**src/rtl/riscv_pkg.sv**
```systemverilog
// Shared RISC-V control constants: opcodes, funct3 values, ALU operations,
// datapath mux selects and the multicycle controller state encoding.
package riscv_pkg;

  localparam logic [6:0] OP_LOAD   = 7'b0000011;
  localparam logic [6:0] OP_STORE  = 7'b0100011;
  localparam logic [6:0] OP_R      = 7'b0110011;
  localparam logic [6:0] OP_I      = 7'b0010011;
  localparam logic [6:0] OP_BRANCH = 7'b1100011;
  localparam logic [6:0] OP_JAL    = 7'b1101111;
  localparam logic [6:0] OP_LUI    = 7'b0110111;

  localparam logic [2:0] F3_BNE = 3'b001;

  localparam logic [2:0] ALU_ADD     = 3'b000;
  localparam logic [2:0] ALU_SUB     = 3'b001;
  localparam logic [2:0] ALU_RTYPE   = 3'b010;
  localparam logic [2:0] ALU_CMP     = 3'b100;
  localparam logic [2:0] ALU_SPECIAL = 3'b111;

  localparam logic [1:0] SRCA_PC    = 2'b00;
  localparam logic [1:0] SRCA_OLDPC = 2'b01;
  localparam logic [1:0] SRCA_RS1   = 2'b10;

  localparam logic [1:0] SRCB_RS2  = 2'b00;
  localparam logic [1:0] SRCB_IMM  = 2'b01;
  localparam logic [1:0] SRCB_FOUR = 2'b10;

  localparam logic [1:0] RES_ALUOUT = 2'b00;
  localparam logic [1:0] RES_MEM    = 2'b01;
  localparam logic [1:0] RES_ALU    = 2'b10;

  localparam logic [1:0] IMM_I  = 2'b00;
  localparam logic [1:0] IMM_S  = 2'b01;
  localparam logic [1:0] IMM_B  = 2'b10;
  localparam logic [1:0] IMM_JU = 2'b11;

  localparam logic [3:0] S_FETCH    = 4'd0;
  localparam logic [3:0] S_DECODE   = 4'd1;
  localparam logic [3:0] S_MEMADR   = 4'd2;
  localparam logic [3:0] S_MEMREAD  = 4'd3;
  localparam logic [3:0] S_MEMWB    = 4'd4;
  localparam logic [3:0] S_MEMWRITE = 4'd5;
  localparam logic [3:0] S_EXEC_R   = 4'd6;
  localparam logic [3:0] S_EXEC_I   = 4'd7;
  localparam logic [3:0] S_ALUWB    = 4'd8;
  localparam logic [3:0] S_BRANCH   = 4'd9;
  localparam logic [3:0] S_JAL      = 4'd10;
  localparam logic [3:0] S_LUI      = 4'd11;
  localparam logic [3:0] S_TRAP     = 4'd12;
  // Never a real state; decodes to all-zero outputs.
  localparam logic [3:0] S_IDLE     = 4'd15;

  function automatic logic is_mem_op(input logic [6:0] opcode);
    return (opcode == OP_LOAD) || (opcode == OP_STORE);
  endfunction

endpackage

```
**src/rtl/mc_output_decode.sv**
```systemverilog
// Per-state control output decode for the multicycle controller.
// Pure combinational function of state and funct3.
module mc_output_decode
  import riscv_pkg::*;
(
  input  logic [3:0] state,
  input  logic [2:0] funct3,
  output logic       mem_req,
  output logic       pc_write,
  output logic       branch,
  output logic       adr_src,
  output logic       ir_write,
  output logic       mem_write,
  output logic       reg_write,
  output logic [1:0] alu_src_a,
  output logic [1:0] alu_src_b,
  output logic [1:0] result_src,
  output logic [1:0] imm_src,
  output logic [2:0] alu_op
);

  always_comb begin
    // NOTE: every output gets a default first so no path through the case infers a latch.
    mem_req    = 1'b0;
    pc_write   = 1'b0;
    branch     = 1'b0;
    adr_src    = 1'b0;
    ir_write   = 1'b0;
    mem_write  = 1'b0;
    reg_write  = 1'b0;
    alu_src_a  = SRCA_PC;
    alu_src_b  = SRCB_RS2;
    result_src = RES_ALUOUT;
    imm_src    = IMM_I;
    alu_op     = ALU_ADD;
    case (state)
      S_FETCH: begin
        // pc_write/ir_write are qualified with mem_ready by the parent.
        mem_req    = 1'b1;
        pc_write   = 1'b1;
        ir_write   = 1'b1;
        alu_src_b  = SRCB_FOUR;
        result_src = RES_ALU;
      end
      S_DECODE: begin
        alu_src_a = SRCA_OLDPC;
        alu_src_b = SRCB_IMM;
        imm_src   = IMM_B;
      end
      S_MEMADR: begin
        alu_src_a = SRCA_RS1;
        alu_src_b = SRCB_IMM;
      end
      S_MEMREAD: begin
        mem_req = 1'b1;
        adr_src = 1'b1;
      end
      S_MEMWB: begin
        reg_write  = 1'b1;
        result_src = RES_MEM;
      end
      S_MEMWRITE: begin
        mem_req   = 1'b1;
        mem_write = 1'b1;
        adr_src   = 1'b1;
      end
      S_EXEC_R: begin
        alu_src_a = SRCA_RS1;
        alu_op    = ALU_RTYPE;
      end
      S_EXEC_I: begin
        alu_src_a = SRCA_RS1;
        alu_src_b = SRCB_IMM;
        alu_op    = ALU_SPECIAL;
      end
      S_ALUWB: reg_write = 1'b1;
      S_BRANCH: begin
        branch    = 1'b1;
        alu_src_a = SRCA_RS1;
        alu_op    = (funct3 == F3_BNE) ? ALU_CMP : ALU_SUB;
      end
      S_JAL: begin
        pc_write  = 1'b1;
        reg_write = 1'b1;
        alu_src_a = SRCA_OLDPC;
        alu_src_b = SRCB_FOUR;
        imm_src   = IMM_JU;
      end
      S_LUI: begin
        reg_write = 1'b1;
        imm_src   = IMM_JU;
        alu_src_a = SRCA_RS1;
        alu_src_b = SRCB_IMM;
      end
      default: ;
    endcase
  end

endmodule

```
**src/rtl/multicycle_controller.sv**
```systemverilog
// Multicycle RISC-V control FSM: state register, next-state logic and the
// sticky illegal-opcode flag; output decode lives in mc_output_decode.
module multicycle_controller
  import riscv_pkg::*;
(
  input  logic       clk,
  input  logic       rst_n,
  input  logic [6:0] opcode,
  input  logic [2:0] funct3,
  input  logic       mem_ready,
  output logic       mem_req,
  output logic       PCWrite,
  output logic       Branch,
  output logic       AdrSrc,
  output logic       IRWrite,
  output logic       MemWrite,
  output logic       RegWrite,
  output logic [1:0] ALUSrcA,
  output logic [1:0] ALUSrcB,
  output logic [1:0] ResultSrc,
  output logic [1:0] ImmSrc,
  output logic [2:0] ALU_op,
  output logic       illegal
);

  logic [3:0] state;
  logic [3:0] next_state;
  logic [3:0] dec_state;
  logic       active;
  logic       illegal_q;
  logic       ready;
  logic       dec_pc_write;
  logic       dec_ir_write;
  logic [1:0] dec_imm_src;

  // The cycle after a reset edge is quiet: FETCH with every output held low.
  assign dec_state = active ? state : S_IDLE;
  assign ready     = mem_ready & mem_req;

  mc_output_decode u_decode (
    .state      (dec_state),
    .funct3     (funct3),
    .mem_req    (mem_req),
    .pc_write   (dec_pc_write),
    .branch     (Branch),
    .adr_src    (AdrSrc),
    .ir_write   (dec_ir_write),
    .mem_write  (MemWrite),
    .reg_write  (RegWrite),
    .alu_src_a  (ALUSrcA),
    .alu_src_b  (ALUSrcB),
    .result_src (ResultSrc),
    .imm_src    (dec_imm_src),
    .alu_op     (ALU_op)
  );

  assign PCWrite = dec_pc_write & ((dec_state != S_FETCH) | ready);
  assign IRWrite = dec_ir_write & ready;
  assign ImmSrc  = dec_imm_src
                 | {1'b0, (dec_state == S_MEMADR) && (opcode == OP_STORE)};
  assign illegal = illegal_q;

  always_comb begin
    next_state = state;
    case (state)
      S_FETCH:    if (ready) next_state = S_DECODE;
      S_DECODE: begin
        if (is_mem_op(opcode))        next_state = S_MEMADR;
        else if (opcode == OP_R)      next_state = S_EXEC_R;
        else if (opcode == OP_I)      next_state = S_EXEC_I;
        else if (opcode == OP_BRANCH) next_state = S_BRANCH;
        else if (opcode == OP_JAL)    next_state = S_JAL;
        else if (opcode == OP_LUI)    next_state = S_LUI;
        else                          next_state = S_TRAP;
      end
      S_MEMADR:   next_state = (opcode == OP_LOAD) ? S_MEMREAD : S_MEMWRITE;
      S_MEMREAD:  if (ready) next_state = S_MEMWB;
      S_MEMWRITE: if (ready) next_state = S_FETCH;
      S_EXEC_R,
      S_EXEC_I:   next_state = S_ALUWB;
      S_TRAP:     next_state = S_TRAP;
      default:    next_state = S_FETCH;
    endcase
  end

  always_ff @(posedge clk) begin
    // NOTE: state registers use non-blocking assignments so every flop samples pre-edge values.
    if (!rst_n) begin
      state     <= S_FETCH;
      active    <= 1'b0;
      illegal_q <= 1'b0;
    end else begin
      state     <= next_state;
      active    <= 1'b1;
      illegal_q <= illegal_q | (next_state == S_TRAP);
    end
  end

endmodule
```
**config.mk**
```make
export PLATFORM = sky130hd
export DESIGN_NAME = multicycle_controller
export DESIGN_NICKNAME = d
export VERILOG_FILES = /design/src/rtl/riscv_pkg.sv /design/src/rtl/mc_output_decode.sv /design/src/rtl/multicycle_controller.sv
export SDC_FILE = /design/constraint.sdc
export NUM_CORES = 1
export LEC_CHECK = 0
export CAP_MARGIN = 25
export CORE_MARGIN = 5
export CORE_UTILIZATION = 44
export DETAILED_ROUTE_END_ITERATION = 12
export GPL_TIMING_DRIVEN = 0
export PLACE_DENSITY = 0.86
export SKIP_CTS_REPAIR_TIMING = 1
export SKIP_LAST_GASP = 1
export SLEW_MARGIN = 10
export SYNTH_ARGS = -nofsm -noshare
export SYNTH_HDL_FRONTEND = slang
export SYNTH_HIERARCHICAL = 1
export SYNTH_SLANG_ARGS = --single-unit
export TNS_END_PERCENT = 100
```
**constraint.sdc**
```tcl
create_clock -name clk -period 3.2 [get_ports clk]
set_input_delay 0.8 -clock clk [delete_from_list [all_inputs] [get_ports clk]]
set_output_delay 0.8 -clock clk [all_outputs]
set_load 0.1 [all_outputs]
```
Word-level counts from Yosys, hierarchy flattened
Index checks and enable logic that the tools add are counted.
{ "op_classes": {"n_bitwise": 6, "muxes": 26, "eq_ne": 27, "reduce_logical": 14} }
{ "op_table": {"columns": ["operator", "count"], "rows": [
  ["4-bit by 3-bit equality test with 1-bit output (second input constant)", 7],
  ["4-bit 2-to-1 mux", 7],
  ["4-bit one-hot mux with 7 select lines", 1],
  ["4-bit equality test (second input constant)", 6],
  ["7-bit by 6-bit equality test with 1-bit output (second input constant)", 3],
  ["4-bit by 2-bit equality test with 1-bit output (second input constant)", 4],
  ["2-bit one-hot mux with 2 select lines", 4],
  ["3-bit 2-to-1 mux", 5],
  ["7-bit equality test (second input constant)", 2],
  ["2-bit OR reduction", 5],
  ["3-bit one-hot mux with 3 select lines", 1],
  ["4-bit by 1-bit equality test with 1-bit output (second input constant)", 2],
  ["4-bit logical NOT", 2],
  ["1-bit 2-to-1 mux", 8],
  ["4-bit OR reduction", 2],
  ["7-bit by 2-bit equality test with 1-bit output (second input constant)", 1],
  ["7-bit by 5-bit equality test with 1-bit output (second input constant)", 1],
  ["5-bit OR reduction", 1],
  ["4-bit nonzero test", 1],
  ["1-bit bitwise AND", 3],
  ["3-bit by 1-bit equality test with 1-bit output (second input constant)", 1],
  ["3-bit OR reduction", 1],
  ["1-bit bitwise OR", 2],
  ["2-bit by 1-bit bitwise OR with 2-bit output", 1],
  ["2 further kinds", 2]
]} }
{ "word_totals": {"output_inout_bits": 19, "wordCells": 76, "reg_bits": 6} }

Longest topological paths before layout
Gate-level depths: netlist of the first run.
{ "depth": {"ltp_word": 10, "ltp_mapped": 11, "mapped_depth_nobuf": 9} }

Modules after synthesis
The synthesis of the first run kept the hierarchy.
{ "by_module_without_submodules": {"columns": ["module", "instances", "cells_each", "area_each_um2"], "rows": [
  ["multicycle_controller", 1, 73, 578.1],
  ["mc_output_decode", 1, 41, 307.8]
]} }

Worst setup path after synthesis of the first run
No wires, ideal clock.
{ "synth_path": {"path_type": "register to output", "start": "register state[3]", "end": "output PCWrite", "stages_incl_launch_ff": 9, "path_buffers": 2, "t_arrival_ns": 4.458, "slack_ns": -2.058, "cell_sequence": "dfxtp_1 > buf_2 > inv_1 > nand2_1 > buf_4 > nand2b_1 > o21bai_1 > a21oi_1 > a31oi_1"} }
{ "synth_via": {"elab_chain_len": 7} }
{ "synth_rtl": {"columns": ["item", "line_no", "text"], "rows": [
  ["from (decl)", "multicycle_controller.sv:26", "logic [3:0] state;"],
  ["from (signal assigned)", "multicycle_controller.sv:93", "state <= next_state;"],
  ["4-bit 2-to-1 mux *", "multicycle_controller.sv:37", "assign dec_state = active ? state : S_IDLE;"],
  ["via dec_state[3]", "multicycle_controller.sv:28", "logic [3:0] dec_state;"],
  ["4-bit by 2-bit equality test with 1-bit output (tied with other cells)", "mc_output_decode.sv:36", "case (state)"],
  ["3-bit OR reduction (no source line) *", null, null],
  ["1-bit 2-to-1 mux *", "mc_output_decode.sv:36", null],
  ["via mem_req", "multicycle_controller.sv:11", "output logic mem_req,"],
  ["1-bit bitwise AND *", "multicycle_controller.sv:38", "assign ready = mem_ready & mem_req;"],
  ["1-bit bitwise OR *", "multicycle_controller.sv:57", "assign PCWrite = dec_pc_write & ((dec_state != S_FETCH) | ready);"],
  ["1-bit bitwise AND *", "multicycle_controller.sv:57", null],
  ["to (decl)", "multicycle_controller.sv:12", "output logic PCWrite,"]
]} }
Mark *: on every way through the listed nets, which the timed path passes. The rest lies on a longest branch.

Worst setup path in the final report of the first run
{ "layout_path": {"start": "register state[0]", "end": "output PCWrite"} }
{ "layout_via": {"elab_chain_len": 7} }
{ "layout_rtl": {"columns": ["item", "line_no"], "rows": [
  ["4-bit 2-to-1 mux *", "multicycle_controller.sv:37"],
  ["via dec_state[0]", "multicycle_controller.sv:28"],
  ["4-bit by 2-bit equality test with 1-bit output (tied with other cells)", "mc_output_decode.sv:36"],
  ["3-bit OR reduction (no source line)", null],
  ["1-bit 2-to-1 mux", "mc_output_decode.sv:36"],
  ["1-bit bitwise AND", "multicycle_controller.sv:38"],
  ["1-bit bitwise OR", "multicycle_controller.sv:57"],
  ["1-bit bitwise AND *", "multicycle_controller.sv:57"]
]} }
Marked as above.

==> results of run 1 <==
[report_power, final]
part | internal, mW | switching [mW] | total (mW)
logic | 0.0567 | 0.145 | 0.202
registers | 0.0767 | 0.00115 | 0.0779
clock network | 0.0421 | 0.0231 | 0.0652
total | 0.176 | 0.170 | 0.345
[flip-flops by register name, summed over array words and instances (netlist names)]
name and count:
active 1, state 4, illegal 1
[kinds of logic after synthesis]
logic type      Yosys count  synth area share [%]
flops                     6                  13.6
mux                       2                  2.54
xor+xnor                  3                  3.81
buf+inv                  17                  10.9
simple gates             58                  45.6
compound gates           28                  23.6
[area by class of cell]
type / instances / area, µm²
inverter: 9 / 33.8
multi-input combinational: 91 / 747
tap: 27 / 33.8
timing repair buffer: 31 / 251
fill: 178 / 671
sequential: 6 / 120
clock buffer: 3 / 22.5
buffer: 8 / 62.6
[critical path, delay by kind of cell, from the launching register on]
kind / cells / cell delay [ps]
and+or+nand+nor: 2 / 500
DFF: 1 / 290
AOI/OAI and AO/OA: 3 / 510
buffers and inverters: 4 / 920
[placed cells by master (no fill, tap or decap), types with 2 or more instances in the layout]
cell type / netlist / layout
clkdlybuf4s50_1: 0 / 13
clkbuf_2: 0 / 13
inv_1: 9 / 9
nand2_1: 7 / 7
nor2_1: 6 / 6
dfxtp_1: 6 / 6
nand2b_1: 5 / 5
buf_4: 4 / 5
nor2b_1: 5 / 4
buf_6: 2 / 3
a21oi_1: 5 / 3
o21ai_0: 4 / 3
nand3b_1: 3 / 3
nand3_1: 3 / 3
clkbuf_4: 0 / 3
dlymetal6s2s_1: 0 / 3
buf_2: 2 / 2
nand4bb_1: 2 / 2
nor3_2: 0 / 2
nor3b_1: 3 / 2
and4_1: 2 / 2
o21a_1: 2 / 2
mux2_2: 2 / 2
a31oi_1: 3 / 2
and3_1: 3 / 2
o32a_1: 2 / 2
and2_1: 2 / 2
or4b_1: 2 / 2
a21oi_2: 0 / 2
[worst min path at each step]
stage               startpoint  endpoint  slack, ps  cells after the start
floorplan             state[1]  state[3]        670                      3
global placement       illegal   illegal        450                      2
detailed placement     illegal   illegal        470                      2
CTS                    illegal   illegal        490                      2
global route           illegal   illegal        520                      2
finish                 illegal   illegal        480                      2
[metal layers]
layer	track usage (%)	wire, µm	vias to the layer above
li1	-	-	498
met1	20.1	1060	470
met2	32.7	1290	31
met3	1.09	117	4
met4	3.32	23	0
met5	0	0	-
==> metrics.md, run 1 <==
| Metric | Value |
|---|---|
| Outcome | finished, violations left |
| Failing checks | setup timing |
| Crit path DAT | 2460 ps |
| Capturing point of the worst reg2reg path | illegal |
| P per Cell Area | 272 nW/µm² |
| Initial Util | 45.6% |
| Io pins | 32 |
| Main synth FF type | dfxtp_1 |
| Initial antenna violation count | 0 |
| CTS tree | built |
| Die width | 54.9 µm |
| Pwr Total | 345 µW |
| R2r worst-path depth | 11 |
| Post-synth ARST share | 0% |
| Final Hold Fails | 0 |
| Max VDD drop | 0.217 mV |
| Num CTS Buffers | 3 |
| Final Cycle Share | 102% |
| Fin util | 65.5% |
| Endpoint class of the critical path | output pin |
| Yosys Warn Count | 6 |
| Worst skew pair latency | 240 ps |
| Worst Hold Class | register to register |
| Average cell area after synthesis | 7.77 µm² |
| Clk sinks | 6 |
| Flop-to-flop setup slack | 670 ps |
| Wire per inst | 14.3 µm |
| Post-placement cell count | 172 |
| Cells after synthesis | 114 |
| Max frequency | 306 MHz |
| Port Buf Inserts | 31 |
| Dominant cell type by area after synthesis | dfxtp_1 |
| Worst setup startpoint | state[0] |
| Top cells by area, synth | dfxtp_1, inv_1, nand2b_1, nor2b_1, buf_4 |
| H-tree depth | 1 |
| Row count | 16 |
| Area of the die | 3010 µm² |
| Hold_ws | 477 ps |
| Fin area | 1270 µm² |
| Synthesis-to-finish area growth | 43.5% |
| #FFs+latches synth | 6 |
| CP max FO | 10 |
| Largest net degree at the start of global routing | 11 |
| Vias after detailed routing | 1003 |
| Yosys top cell area share | 13.6% |
| Diodes inserted | 0 |
| Worst setup path endpoint | PCWrite |
| Worst path required time | 2400 ps |
| Setup WS post-layout | -62.7 ps |
| First-pass GRT wire length | 3.88 mm |
| DRC violations left | 0 |
| Critical-path top delay cell | clkbuf_2 |
| Most frequent cell after synthesis | inv_1 |
| Via-to-Cell Ratio | 5.73 |
| Mapped Area | 886 µm² |
| Seq/Total Area, Yosys | 13.6% |
| DR iter-0 viols | 16 |
| Final GP Congestion | 0.826 |
| GRT Residual Overflow | 0 |
| Syn Nets | 127 |
| Slowest stage delay, CP | 480 ps |
| Placed cell area | 1300 µm² |
| Synth cell count leaders | inv_1, nand2_1, dfxtp_1, nor2_1 |
| Max Cap Viol | 0 |
| Final setup skew | 3.30 ps |
| Startpoint Class | register |
| Number of flops mapped to enable cells by yosys | 0 |
| Final setup fails | 1 |
| Leak | 0.579 nW |
| Setup TNS | -62.7 ps |
| Drt pass-1 iters | 4 |
| Core area | 1940 µm² |
| Post-DP HPWL | 2.03 mm |
| DRT antenna net count | 0 |
| Fraction of layout cells with a size suffix above 1 | 32.4% |
| Die Y | 54.9 µm |
| CP Class | register to output pin |
| Drt total wl | 2.50 mm |
| Critical Path, Cell by Cell | buf_2 > nor2b_2 > inv_1 > buf_6 > nor4_2 > o21bai_4 > a21oi_1 > a31oi_2 > clkbuf_2 |
| Max-slew violation count | 0 |
| RSZ-0062 raised after global routing | true |
| Finished Layout Cells | 175 |
| Worst-margin pin slew | 972 ps |
| GRT Total Usage | 17.0% |
| Root Driver | clkbuf_4 |
| Pre-CTS setup slack | -871 ps |
| Min Clock Period, post-route | 3260 ps |
| Synth cell types | 50 |
| Vias in the first global route | 917 |
| Worst r2r src | state[0] |
| Final net count | 163 |
| Clock Path Buffers | 2 |
| Rel. slew slack | 35.1% |
| Clk slew on worst S/H paths | 40 ps |
No activity file was read; power rests on OpenSTA's default activity.
==> run 2: changes to the inputs <==
--- a/config.mk
+++ b/config.mk
@@ -7,10 +7,11 @@
 export LEC_CHECK = 0
 export CAP_MARGIN = 25
 export CORE_MARGIN = 5
-export CORE_UTILIZATION = 44
+export CORE_UTILIZATION = 55
 export DETAILED_ROUTE_END_ITERATION = 12
+export DONT_BUFFER_PORTS = 1
 export GPL_TIMING_DRIVEN = 0
-export PLACE_DENSITY = 0.86
+export PLACE_DENSITY = 0.77
 export SKIP_CTS_REPAIR_TIMING = 1
 export SKIP_LAST_GASP = 1
 export SLEW_MARGIN = 10
==> metrics.md, run 2 (synthesis gave the netlist of run 1 again) <==
| Metric | Value |
|---|---|
| Via-to-Cell Ratio | 6.66 |
| Drt pass-1 iters | 4 |
| Fillers | 83 |
| Startpoint Class | input pin |
| Drt total wl | 2.82 mm |
| Hold depth | 0 |
| Max-slew violation count | 0 |
| Final net count | 144 |
| R2r worst-path depth | 9 |
| CP max FO | 6 |
| Synthesis-to-finish area growth | 42.8% |
| Leak | 0.505 nW |
| Setup WS post-layout | 73.0 ps |
| Clock Path Buffers | 2 |
| Final Hold Fails | 0 |
| Worst-margin pin slew | 1090 ps |
| Die Y | 50.1 µm |
| First-pass GRT wire length | 3.89 mm |
| Outcome | complete, no violations |
| Final setup skew | 8.13 ps |
| Port Buf Inserts | 0 |
| Crit path DAT | 2330 ps |
| GRT Total Usage | 19.1% |
| Area of the die | 2510 µm² |
| Largest net degree at the start of global routing | 11 |
| Post-placement cell count | 136 |
| Rel. slew slack | 27.1% |
| Root Driver | clkbuf_4 |
| Commonest cells after routing, fill and taps aside | buf_4, inv_1, buf_8 |
| Io pins | 32 |
| Vias in the first global route | 875 |
| Post-DP HPWL | 1.94 mm |
| Endpoint, Worst Hold | active |
| Top reg by flops | state |
| Initial antenna violation count | 0 |
| H-tree depth | 1 |
| Worst r2r src | state[2] |
| GRT Residual Overflow | 0 |
| Most common cell after layout, fill and taps aside | buf_4 |
| Fraction of layout cells with a size suffix above 1 | 45.0% |
| Largest register FFs | 4 |
| Flop-to-flop setup slack | 490 ps |
| Core area | 1520 µm² |
| Row count | 14 |
| Capturing point of the worst reg2reg path | illegal |
| P per Cell Area | 284 nW/µm² |
| Max frequency | 320 MHz |
| Max Cap Viol | 0 |
| Min Clock Period, post-route | 3130 ps |
| Final Cycle Share | 97.7% |
| Clk sinks | 6 |
| Max VDD drop | 0.292 mV |
| Worst setup startpoint | opcode[2] |
| Worst Hold Class | input pin to register |
| CTS tree | built |
| Vias after detailed routing | 966 |
| Worst path required time | 2400 ps |
| Clk slew on worst S/H paths | 50 ps |
| Diodes inserted | 0 |
| Wire per inst | 19.4 µm |
| DR iter-0 viols | 15 |
| Die width | 50.1 µm |
| Hold Crit Start | rst_n |
| Hold_ws | 577 ps |
| Endpoint class of the critical path | output pin |
| Num CTS Buffers | 3 |
| DRC violations left | 0 |
| DRT antenna net count | 0 |
| CP Class | input pin to output pin |
| Final GP Congestion | 0.772 |
| Finished Layout Cells | 145 |
| Worst skew pair latency | 240 ps |
| Final setup fails | 0 |
| Pre-CTS setup slack | -108 ps |
| Initial Util | 58.1% |
[run 2: how the worst max path moves through the flow]
stage                end  cells after the start
2_1_floorplan    PCWrite                      8
3_3_place_gp     PCWrite                      7
3_5_place_dp     PCWrite                      8
4_1_cts          PCWrite                      8
5_1_grt          PCWrite                      9
6_report       ImmSrc[0]                      3
[run 2: per-stage QoR]
| stage | power, mW | util (%) | area, µm² | TNS [ps] |
|---|---|---|---|---|
| 2_1_floorplan | 0.235 | - | 956 | -403 |
| 3_3_place_gp | 0.243 | 64.0 | 976 | -697 |
| 3_5_place_dp | 0.267 | 71.7 | 1090 | -188 |
| 4_1_cts | 0.337 | 73.2 | 1110 | -747 |
| 5_1_grt | 0.373 | 83.0 | 1260 | -5.86 |
| 6_report | 0.359 | 83.0 | 1260 | 0 |
[run 2: layer usage]
layer / wire (µm) / part of all wire (%) / GRT usage (%)
met4: 102 / 3.6 / 4.80
met2: 1450 / 51 / 36.6
met3: 240 / 8.5 / 5.03
met5: 0 / 0 / 0
met1: 1030 / 36 / 20.3
[run 2: worst max-delay path, cell delays in order]
cell and delay [ps]:
nand4bb_1 210, nor3_1 410, a41o_1 910
[run 2: layout make-up]
type / instances / area, µm² / area share (%)
Multi-Input combinational cell: 91 / 838 / 66.3
Timing Repair Buffer: 13 / 143 / 11.3
Sequential cell: 6 / 129 / 10.2
Buffer: 7 / 76.3 / 6.03
Inverter: 9 / 36.3 / 2.87
Clock buffer: 3 / 22.5 / 1.78
Tap cell: 16 / 20.0 / 1.58
[run 2: report_power, final]
part / leakage (nW) / switching, mW / internal [mW]
Sequential: 0.0504 / 0.00332 / 0.0753
Clock: 0.0138 / 0.0267 / 0.0424
Combinational: 0.441 / 0.148 / 0.0637
Total: 0.505 / 0.178 / 0.181
